<file path="config.mk">
export PLATFORM = sky130hd
export DESIGN_NAME = sdram_port_arbiter_flat
export DESIGN_NICKNAME = d
export VERILOG_FILES = /design/src/rtl/sdram_port_arbiter_if.sv /design/src/rtl/sdram_port_arbiter.sv /design/src/flat_wrapper.sv
export SDC_FILE = /design/constraint.sdc
export NUM_CORES = 1
export LEC_CHECK = 0
export CAP_MARGIN = 30
export CORE_UTILIZATION = 30
export DETAILED_ROUTE_END_ITERATION = 12
export GPL_ROUTABILITY_DRIVEN = 0
export GPL_TIMING_DRIVEN = 0
export MAX_ROUTING_LAYER = met4
export PLACE_DENSITY = 0.78
export SLEW_MARGIN = 20
export SYNTH_ARGS = -nofsm -noshare
export SYNTH_HDL_FRONTEND = slang
export SYNTH_SLANG_ARGS = --single-unit
</file>
<file path="constraint.sdc">
create_clock -name SYS_CLK -period 10 [get_ports SYS_CLK]
set_input_delay 1 -clock SYS_CLK [delete_from_list [all_inputs] [get_ports SYS_CLK]]
set_output_delay 1 -clock SYS_CLK [all_outputs]
set_load 0.05 [all_outputs]
</file>
<file path="src/rtl/sdram_port_arbiter_if.sv">
// Bus bundle between the two requesters, the arbiter and the single-beat SDRAM controller.
// The arbiter connects through the slave modport; the surrounding logic uses master.
interface sdram_port_arbiter_if #(
  parameter int ADDR_W = 24,
  parameter int DATA_W = 16
);
  logic              p0_valid;
  logic              p0_ready;
  logic              p0_we;
  logic [ADDR_W-1:0] p0_addr;
  logic [DATA_W-1:0] p0_wdata;
  logic              p0_rvalid;
  logic [DATA_W-1:0] p0_rdata;

  logic              p1_valid;
  logic              p1_ready;
  logic              p1_we;
  logic [ADDR_W-1:0] p1_addr;
  logic [DATA_W-1:0] p1_wdata;
  logic              p1_rvalid;
  logic [DATA_W-1:0] p1_rdata;

  logic              ctrl_valid;
  logic              ctrl_ready;
  logic              ctrl_we;
  logic [ADDR_W-1:0] ctrl_addr;
  logic [DATA_W-1:0] ctrl_wdata;
  logic              ctrl_rvalid;
  logic [DATA_W-1:0] ctrl_rdata;
  logic              rsp_orphan;

  modport slave (
    input  p0_valid, p0_we, p0_addr, p0_wdata,
    output p0_ready, p0_rvalid, p0_rdata,
    input  p1_valid, p1_we, p1_addr, p1_wdata,
    output p1_ready, p1_rvalid, p1_rdata,
    output ctrl_valid, ctrl_we, ctrl_addr, ctrl_wdata,
    input  ctrl_ready, ctrl_rvalid, ctrl_rdata,
    output rsp_orphan
  );

  modport master (
    output p0_valid, p0_we, p0_addr, p0_wdata,
    input  p0_ready, p0_rvalid, p0_rdata,
    output p1_valid, p1_we, p1_addr, p1_wdata,
    input  p1_ready, p1_rvalid, p1_rdata,
    input  ctrl_valid, ctrl_we, ctrl_addr, ctrl_wdata,
    output ctrl_ready, ctrl_rvalid, ctrl_rdata,
    input  rsp_orphan
  );
endinterface

</file>
<file path="src/rtl/sdram_port_arbiter.sv">
// Two-port arbiter in front of a single-beat SDRAM controller with in-order read tag FIFO.
// Define SDRAM_ARB_RR_EN for round-robin arbitration instead of P0 priority with P1 starvation bound.
module sdram_port_arbiter #(
  parameter int ADDR_W        = 24,
  parameter int DATA_W        = 16,
  parameter int RD_FIFO_DEPTH = 8,
  parameter int MAX_WAIT      = 15
) (
  input logic               SYS_CLK,
  input logic               RESET_N,
  sdram_port_arbiter_if.slave bus
);
  localparam int PTR_W = $clog2(RD_FIFO_DEPTH);
  localparam int CNT_W = PTR_W + 1;

  typedef enum logic {IDLE, HOLD} state_t;

  state_t           state_reg, state_next;
  logic             grant_reg, grant_next;
  logic             tag_mem [RD_FIFO_DEPTH];
  logic [PTR_W-1:0] wr_ptr_reg, rd_ptr_reg;
  logic [CNT_W-1:0] count_reg;
  logic             orphan_reg;

  logic [1:0] valid, we_vec, eligible;
  logic       fifo_full, fifo_empty, head;
  logic       win, have_win, active, accept, push, pop;

  assign valid      = {bus.p1_valid, bus.p0_valid};
  assign we_vec     = {bus.p1_we, bus.p0_we};
  assign fifo_empty = (count_reg == '0);
  assign fifo_full  = (count_reg == CNT_W'(RD_FIFO_DEPTH));

  // A read may only compete while there is room for its tag (pre-pop count).
  for (genvar gi = 0; gi < 2; gi++) begin : g_elig
    assign eligible[gi] = valid[gi] && (we_vec[gi] || !fifo_full);
  end

`ifdef SDRAM_ARB_RR_EN
  logic last_reg;
  always_ff @(posedge SYS_CLK or negedge RESET_N) begin
    if (!RESET_N)    last_reg <= 1'b1;
    else if (accept) last_reg <= win;
  end
`else
  localparam int WAIT_W = $clog2(MAX_WAIT + 1);
  logic [WAIT_W-1:0] wait_cnt_reg;
  logic              wait_max;
  assign wait_max = (wait_cnt_reg == WAIT_W'(MAX_WAIT));
  always_ff @(posedge SYS_CLK or negedge RESET_N) begin
    if (!RESET_N)                          wait_cnt_reg <= '0;
    else if (!bus.p1_valid || bus.p1_ready) wait_cnt_reg <= '0;
    else if (!wait_max)                     wait_cnt_reg <= wait_cnt_reg + 1'b1;
  end
`endif

  always_comb begin
    state_next = IDLE;
    grant_next = grant_reg;
    win        = 1'b0;
    have_win   = 1'b0;
    if (state_reg == HOLD) begin
      win      = grant_reg;
      have_win = valid[grant_reg];
    end else begin
`ifdef SDRAM_ARB_RR_EN
      if (&eligible) begin
        win      = ~last_reg;
        have_win = 1'b1;
      end else if (eligible[0]) begin
        have_win = 1'b1;
      end else if (eligible[1]) begin
        win      = 1'b1;
        have_win = 1'b1;
      end
`else
      if (eligible[1] && wait_max) begin
        win      = 1'b1;
        have_win = 1'b1;
      end else if (eligible[0]) begin
        have_win = 1'b1;
      end else if (eligible[1]) begin
        win      = 1'b1;
        have_win = 1'b1;
      end
`endif
    end
    if (have_win && !bus.ctrl_ready) begin
      state_next = HOLD;
      grant_next = win;
    end
  end

  // Outputs are forced low while reset is asserted, even with requests pending.
  assign active = have_win && RESET_N;
  assign accept = active && bus.ctrl_ready;
  assign push   = accept && !bus.ctrl_we;
  assign head   = tag_mem[rd_ptr_reg];
  assign pop    = bus.ctrl_rvalid && !fifo_empty && RESET_N;

  assign bus.ctrl_valid = active;
  assign bus.ctrl_we    = active && (win ? bus.p1_we : bus.p0_we);
  assign bus.ctrl_addr  = active ? (win ? bus.p1_addr : bus.p0_addr) : '0;
  assign bus.ctrl_wdata = active ? (win ? bus.p1_wdata : bus.p0_wdata) : '0;
  assign bus.p0_ready   = accept && !win;
  assign bus.p1_ready   = accept && win;
  assign bus.p0_rvalid  = pop && !head;
  assign bus.p1_rvalid  = pop && head;
  assign bus.p0_rdata   = (pop && !head) ? bus.ctrl_rdata : '0;
  assign bus.p1_rdata   = (pop && head) ? bus.ctrl_rdata : '0;
  assign bus.rsp_orphan = orphan_reg;

  always_ff @(posedge SYS_CLK) begin
    if (push) tag_mem[wr_ptr_reg] <= win;
  end

  always_ff @(posedge SYS_CLK or negedge RESET_N) begin
    if (!RESET_N) begin
      state_reg  <= IDLE;
      grant_reg  <= 1'b0;
      wr_ptr_reg <= '0;
      rd_ptr_reg <= '0;
      count_reg  <= '0;
      orphan_reg <= 1'b0;
    end else begin
      state_reg <= state_next;
      grant_reg <= grant_next;
      if (push) wr_ptr_reg <= wr_ptr_reg + 1'b1;
      if (pop)  rd_ptr_reg <= rd_ptr_reg + 1'b1;
      if (push && !pop)      count_reg <= count_reg + 1'b1;
      else if (pop && !push) count_reg <= count_reg - 1'b1;
      if (bus.ctrl_rvalid && fifo_empty) orphan_reg <= 1'b1;
    end
  end
endmodule

</file>
<file path="src/flat_wrapper.sv">
// flat-port wrapper written by rule: the top's interface ports become plain ports
module sdram_port_arbiter_flat 
#(
  parameter int ADDR_W        = 24,
  parameter int DATA_W        = 16,
  parameter int RD_FIFO_DEPTH = 8,
  parameter int MAX_WAIT      = 15
)
  (SYS_CLK, RESET_N, bus_p0_valid, bus_p0_we, bus_p0_addr, bus_p0_wdata, bus_p0_ready, bus_p0_rvalid, bus_p0_rdata, bus_p1_valid, bus_p1_we, bus_p1_addr, bus_p1_wdata, bus_p1_ready, bus_p1_rvalid, bus_p1_rdata, bus_ctrl_valid, bus_ctrl_we, bus_ctrl_addr, bus_ctrl_wdata, bus_ctrl_ready, bus_ctrl_rvalid, bus_ctrl_rdata, bus_rsp_orphan);
  sdram_port_arbiter_if #(.ADDR_W(ADDR_W), .DATA_W(DATA_W)) bus_i ();
  input logic SYS_CLK;
  input logic RESET_N;
  input wire logic [$bits(bus_i.p0_valid)-1:0] bus_p0_valid;
  input wire logic [$bits(bus_i.p0_we)-1:0] bus_p0_we;
  input wire logic [$bits(bus_i.p0_addr)-1:0] bus_p0_addr;
  input wire logic [$bits(bus_i.p0_wdata)-1:0] bus_p0_wdata;
  output wire logic [$bits(bus_i.p0_ready)-1:0] bus_p0_ready;
  output wire logic [$bits(bus_i.p0_rvalid)-1:0] bus_p0_rvalid;
  output wire logic [$bits(bus_i.p0_rdata)-1:0] bus_p0_rdata;
  input wire logic [$bits(bus_i.p1_valid)-1:0] bus_p1_valid;
  input wire logic [$bits(bus_i.p1_we)-1:0] bus_p1_we;
  input wire logic [$bits(bus_i.p1_addr)-1:0] bus_p1_addr;
  input wire logic [$bits(bus_i.p1_wdata)-1:0] bus_p1_wdata;
  output wire logic [$bits(bus_i.p1_ready)-1:0] bus_p1_ready;
  output wire logic [$bits(bus_i.p1_rvalid)-1:0] bus_p1_rvalid;
  output wire logic [$bits(bus_i.p1_rdata)-1:0] bus_p1_rdata;
  output wire logic [$bits(bus_i.ctrl_valid)-1:0] bus_ctrl_valid;
  output wire logic [$bits(bus_i.ctrl_we)-1:0] bus_ctrl_we;
  output wire logic [$bits(bus_i.ctrl_addr)-1:0] bus_ctrl_addr;
  output wire logic [$bits(bus_i.ctrl_wdata)-1:0] bus_ctrl_wdata;
  input wire logic [$bits(bus_i.ctrl_ready)-1:0] bus_ctrl_ready;
  input wire logic [$bits(bus_i.ctrl_rvalid)-1:0] bus_ctrl_rvalid;
  input wire logic [$bits(bus_i.ctrl_rdata)-1:0] bus_ctrl_rdata;
  output wire logic [$bits(bus_i.rsp_orphan)-1:0] bus_rsp_orphan;
  assign bus_i.p0_valid = bus_p0_valid;
  assign bus_i.p0_we = bus_p0_we;
  assign bus_i.p0_addr = bus_p0_addr;
  assign bus_i.p0_wdata = bus_p0_wdata;
  assign bus_p0_ready = bus_i.p0_ready;
  assign bus_p0_rvalid = bus_i.p0_rvalid;
  assign bus_p0_rdata = bus_i.p0_rdata;
  assign bus_i.p1_valid = bus_p1_valid;
  assign bus_i.p1_we = bus_p1_we;
  assign bus_i.p1_addr = bus_p1_addr;
  assign bus_i.p1_wdata = bus_p1_wdata;
  assign bus_p1_ready = bus_i.p1_ready;
  assign bus_p1_rvalid = bus_i.p1_rvalid;
  assign bus_p1_rdata = bus_i.p1_rdata;
  assign bus_ctrl_valid = bus_i.ctrl_valid;
  assign bus_ctrl_we = bus_i.ctrl_we;
  assign bus_ctrl_addr = bus_i.ctrl_addr;
  assign bus_ctrl_wdata = bus_i.ctrl_wdata;
  assign bus_i.ctrl_ready = bus_ctrl_ready;
  assign bus_i.ctrl_rvalid = bus_ctrl_rvalid;
  assign bus_i.ctrl_rdata = bus_ctrl_rdata;
  assign bus_rsp_orphan = bus_i.rsp_orphan;
  sdram_port_arbiter #(.ADDR_W(ADDR_W), .DATA_W(DATA_W), .RD_FIFO_DEPTH(RD_FIFO_DEPTH), .MAX_WAIT(MAX_WAIT)) u_core (.SYS_CLK(SYS_CLK), .RESET_N(RESET_N), .bus(bus_i));
endmodule
</file>
==> results.tsv <==
metric	value	unit
die_w	85.8	um
r2r_end	u_core.count_reg[3]	
period_minus_slack	4.87	ns
die_h	85.8	um
core	6790	um^2
cts.htree.levels	1	
hold_buffers	0	
yosysMostFrequentCell	nand2_1	
slew_violations	0	
dpl.cell_count	557	
cp.arrival	3.87	ns
antenna_found_initial	0	
largest_register_ffs	8	
hp-class	register to register	
crit_fanout	17	
post_cts_resized	0	
fmax	205	MHz
via_per_inst	4.61	
synth_edf_count	8	
tns	0	ns
r2r_setup_slack	6.53	ns
setup_viol	0	
synthesis.area	2100	um^2
final_util	60.4	%
ys_seq_area_share	31.6	%
async_reset_ff_share	68.0	%
synthesis.nets	390	
synth-seq-cells	25	
vdd_drop_max	66.2	uV
num_io_pins	183	
hpwl	6100	um
diodes	0	
synthToLayoutAreaGrowth	95.1	%
dr.pass1.iters	4	
yosysTopAreaCellShare	20.2	%
cts_root_buf	clkbuf_8	
grt_pass1_vias	2396	
power_density	174	nW/um^2
end_kind	output pin	
p_leak	1.60	nW
finalHoldViolCount	0	
synth_top_cell_by_area	dfrtp_1	
outcome	completed	
cts_tree	done	
start_util	31.0	%
fin_area	4110	um^2
drtIter0Drc	129	
tightestPinTransition	0.723	ns
final_cell_count_no_fill	562	
required	9.00	ns
startpoint	bus_p1_valid	
cts.path.max_buffers	2	
netlist_top_cells_count	nand2_1 (86), a21oi_1 (42), and2_1 (33), dfrtp_1 (17), clkbuf_1 (14)	
synthTopCellsByArea	dfrtp_1 (20%), nand2_1 (15%), edfxtp_1 (11%), a21oi_1 (10%), and2_1 (9.8%)	
finalCritPeriodShare	48.7	%
fp-row-count	30	
synth_ff_type	dfrtp_1	
r2r-start	u_core.count_reg[0]	
cts.sinks	25	
grt_overflow_total	0	
fin_nets	578	
insertion_delay	0.26	ns
reg2reg_depth	14	
grtUsageTotal	20.4	%
portBuffers	182	
relSlewSlack	51.8	%
clkTransAtPathRegs	0.08	ns
drive_above_1_share	3.43	%
nFillCells	627	
vias	2590	
cts-buffers-inserted	3	
fin_skew	0.000528	ns
placed_cell_area	4050	um^2
die_area	7350	um^2
routed_wl	7290	um
critical_path_class	input pin to output pin	
critPathLaunchType	input pin	
avgSynthCellArea	7.54	um^2
drc_errors	0	
grt_pass1_wl	11800	um
cp-endpoint	bus_ctrl_addr[19]	
grt_max_degree	21	
wire_per_inst	13.0	um
ys_warn_count	0	
syn-instance-count	279	
cap_viol_max_count	0	
cts_setup_buffers	0	
antenna_left	0	
synth.distinct_cells	44	
rsz0062_at_grt	no	
## kinds of logic (layout without fill, tap and decap cells)
group,count (synthesis),after routing,share of synthesized area [%]
compound gates,54,54,15.4
simple gates,153,153,35.3
buf+inv,23,210,4.10
flops,25,25,31.6
xor+xnor,9,9,3.75
mux,8,8,5.35
fa+ha+maj,7,7,4.52
## worst min-delay path by stage
| stage | startpoint | slack, ns | cells after the start | end |
|---|---|---|---|---|
| floorplan | u_core.count_reg[3] | 0.45 | 1 | u_core.count_reg[3] |
| global placement | u_core.bus.rsp_orphan | 0.46 | 1 | u_core.bus.rsp_orphan |
| detailed placement | u_core.bus.rsp_orphan | 0.47 | 1 | u_core.bus.rsp_orphan |
| CTS | u_core.bus.rsp_orphan | 0.48 | 1 | u_core.bus.rsp_orphan |
| global route | u_core.bus.rsp_orphan | 0.50 | 1 | u_core.bus.rsp_orphan |
| finish | u_core.bus.rsp_orphan | 0.48 | 1 | u_core.bus.rsp_orphan |
## metal layers
metal	up-vias	wire length [um]	track usage, %
met1	1159	3100	26.3
li1	1313	-	-
met4	0	51	4.09
met3	4	454	2.02
met5	-	0	-
met2	114	3680	34.8
## power breakdown
| group | total [W] | switching [W] | internal (W) |
|---|---|---|---|
| clock network | 0.0000565 | 0.0000282 | 0.0000284 |
| logic | 0.000497 | 0.000301 | 0.000197 |
| registers | 0.000162 | 0.0000278 | 0.000134 |
## layout make-up
class | count | area [um^2] | area share, %
Tap cell | 96 | 120 | 2.93
Buffer | 17 | 63.8 | 1.55
Timing Repair Buffer | 183 | 1840 | 44.7
Sequential cell | 25 | 666 | 16.2
Multi-Input combinational cell | 231 | 1350 | 32.9
Clock buffer | 4 | 45.0 | 1.10
Inverter | 6 | 22.5 | 0.548
## cell usage in the layout, fill, tap and decap left out, types with 2 or more instances in the layout
cell             instances
clkbuf_8                 3
clkbuf_1                15
buf_1                    3
mux2i_1                  3
mux2_2                   2
inv_1                    4
a21oi_1                 42
and2_1                  33
nor2b_1                  2
edfxtp_1                 8
nand2_1                 86
dfrtp_1                 17
mux4_2                   2
nor4b_1                  2
ha_1                     6
xnor2_1                  7
xor2_1                   2
nand3_1                  4
nor2_1                  12
clkdlybuf4s50_1        182
o21ai_0                  2
nor3_1                   4
## critical path: stages
cell and delay [ns]:
clkdlybuf4s50_1 0.52, nor2b_1 0.27, a32oi_4 0.21, clkinv_1 0.17, clkbuf_1 0.57, nand2_1 0.12
a21oi_1 0.17, clkdlybuf4s50_1 0.83
## through the flow
stage	hold WS, ns	worst slack (ns)	power, W
floorplan	0.447	6.22	0.000492
global placement	0.461	4.71	0.000652
detailed placement	0.466	4.64	0.000663
CTS	0.484	4.65	0.000721
global route	0.497	4.86	0.000766
finish	0.476	5.13	0.000716
Power figures use the tool's default switching activity.
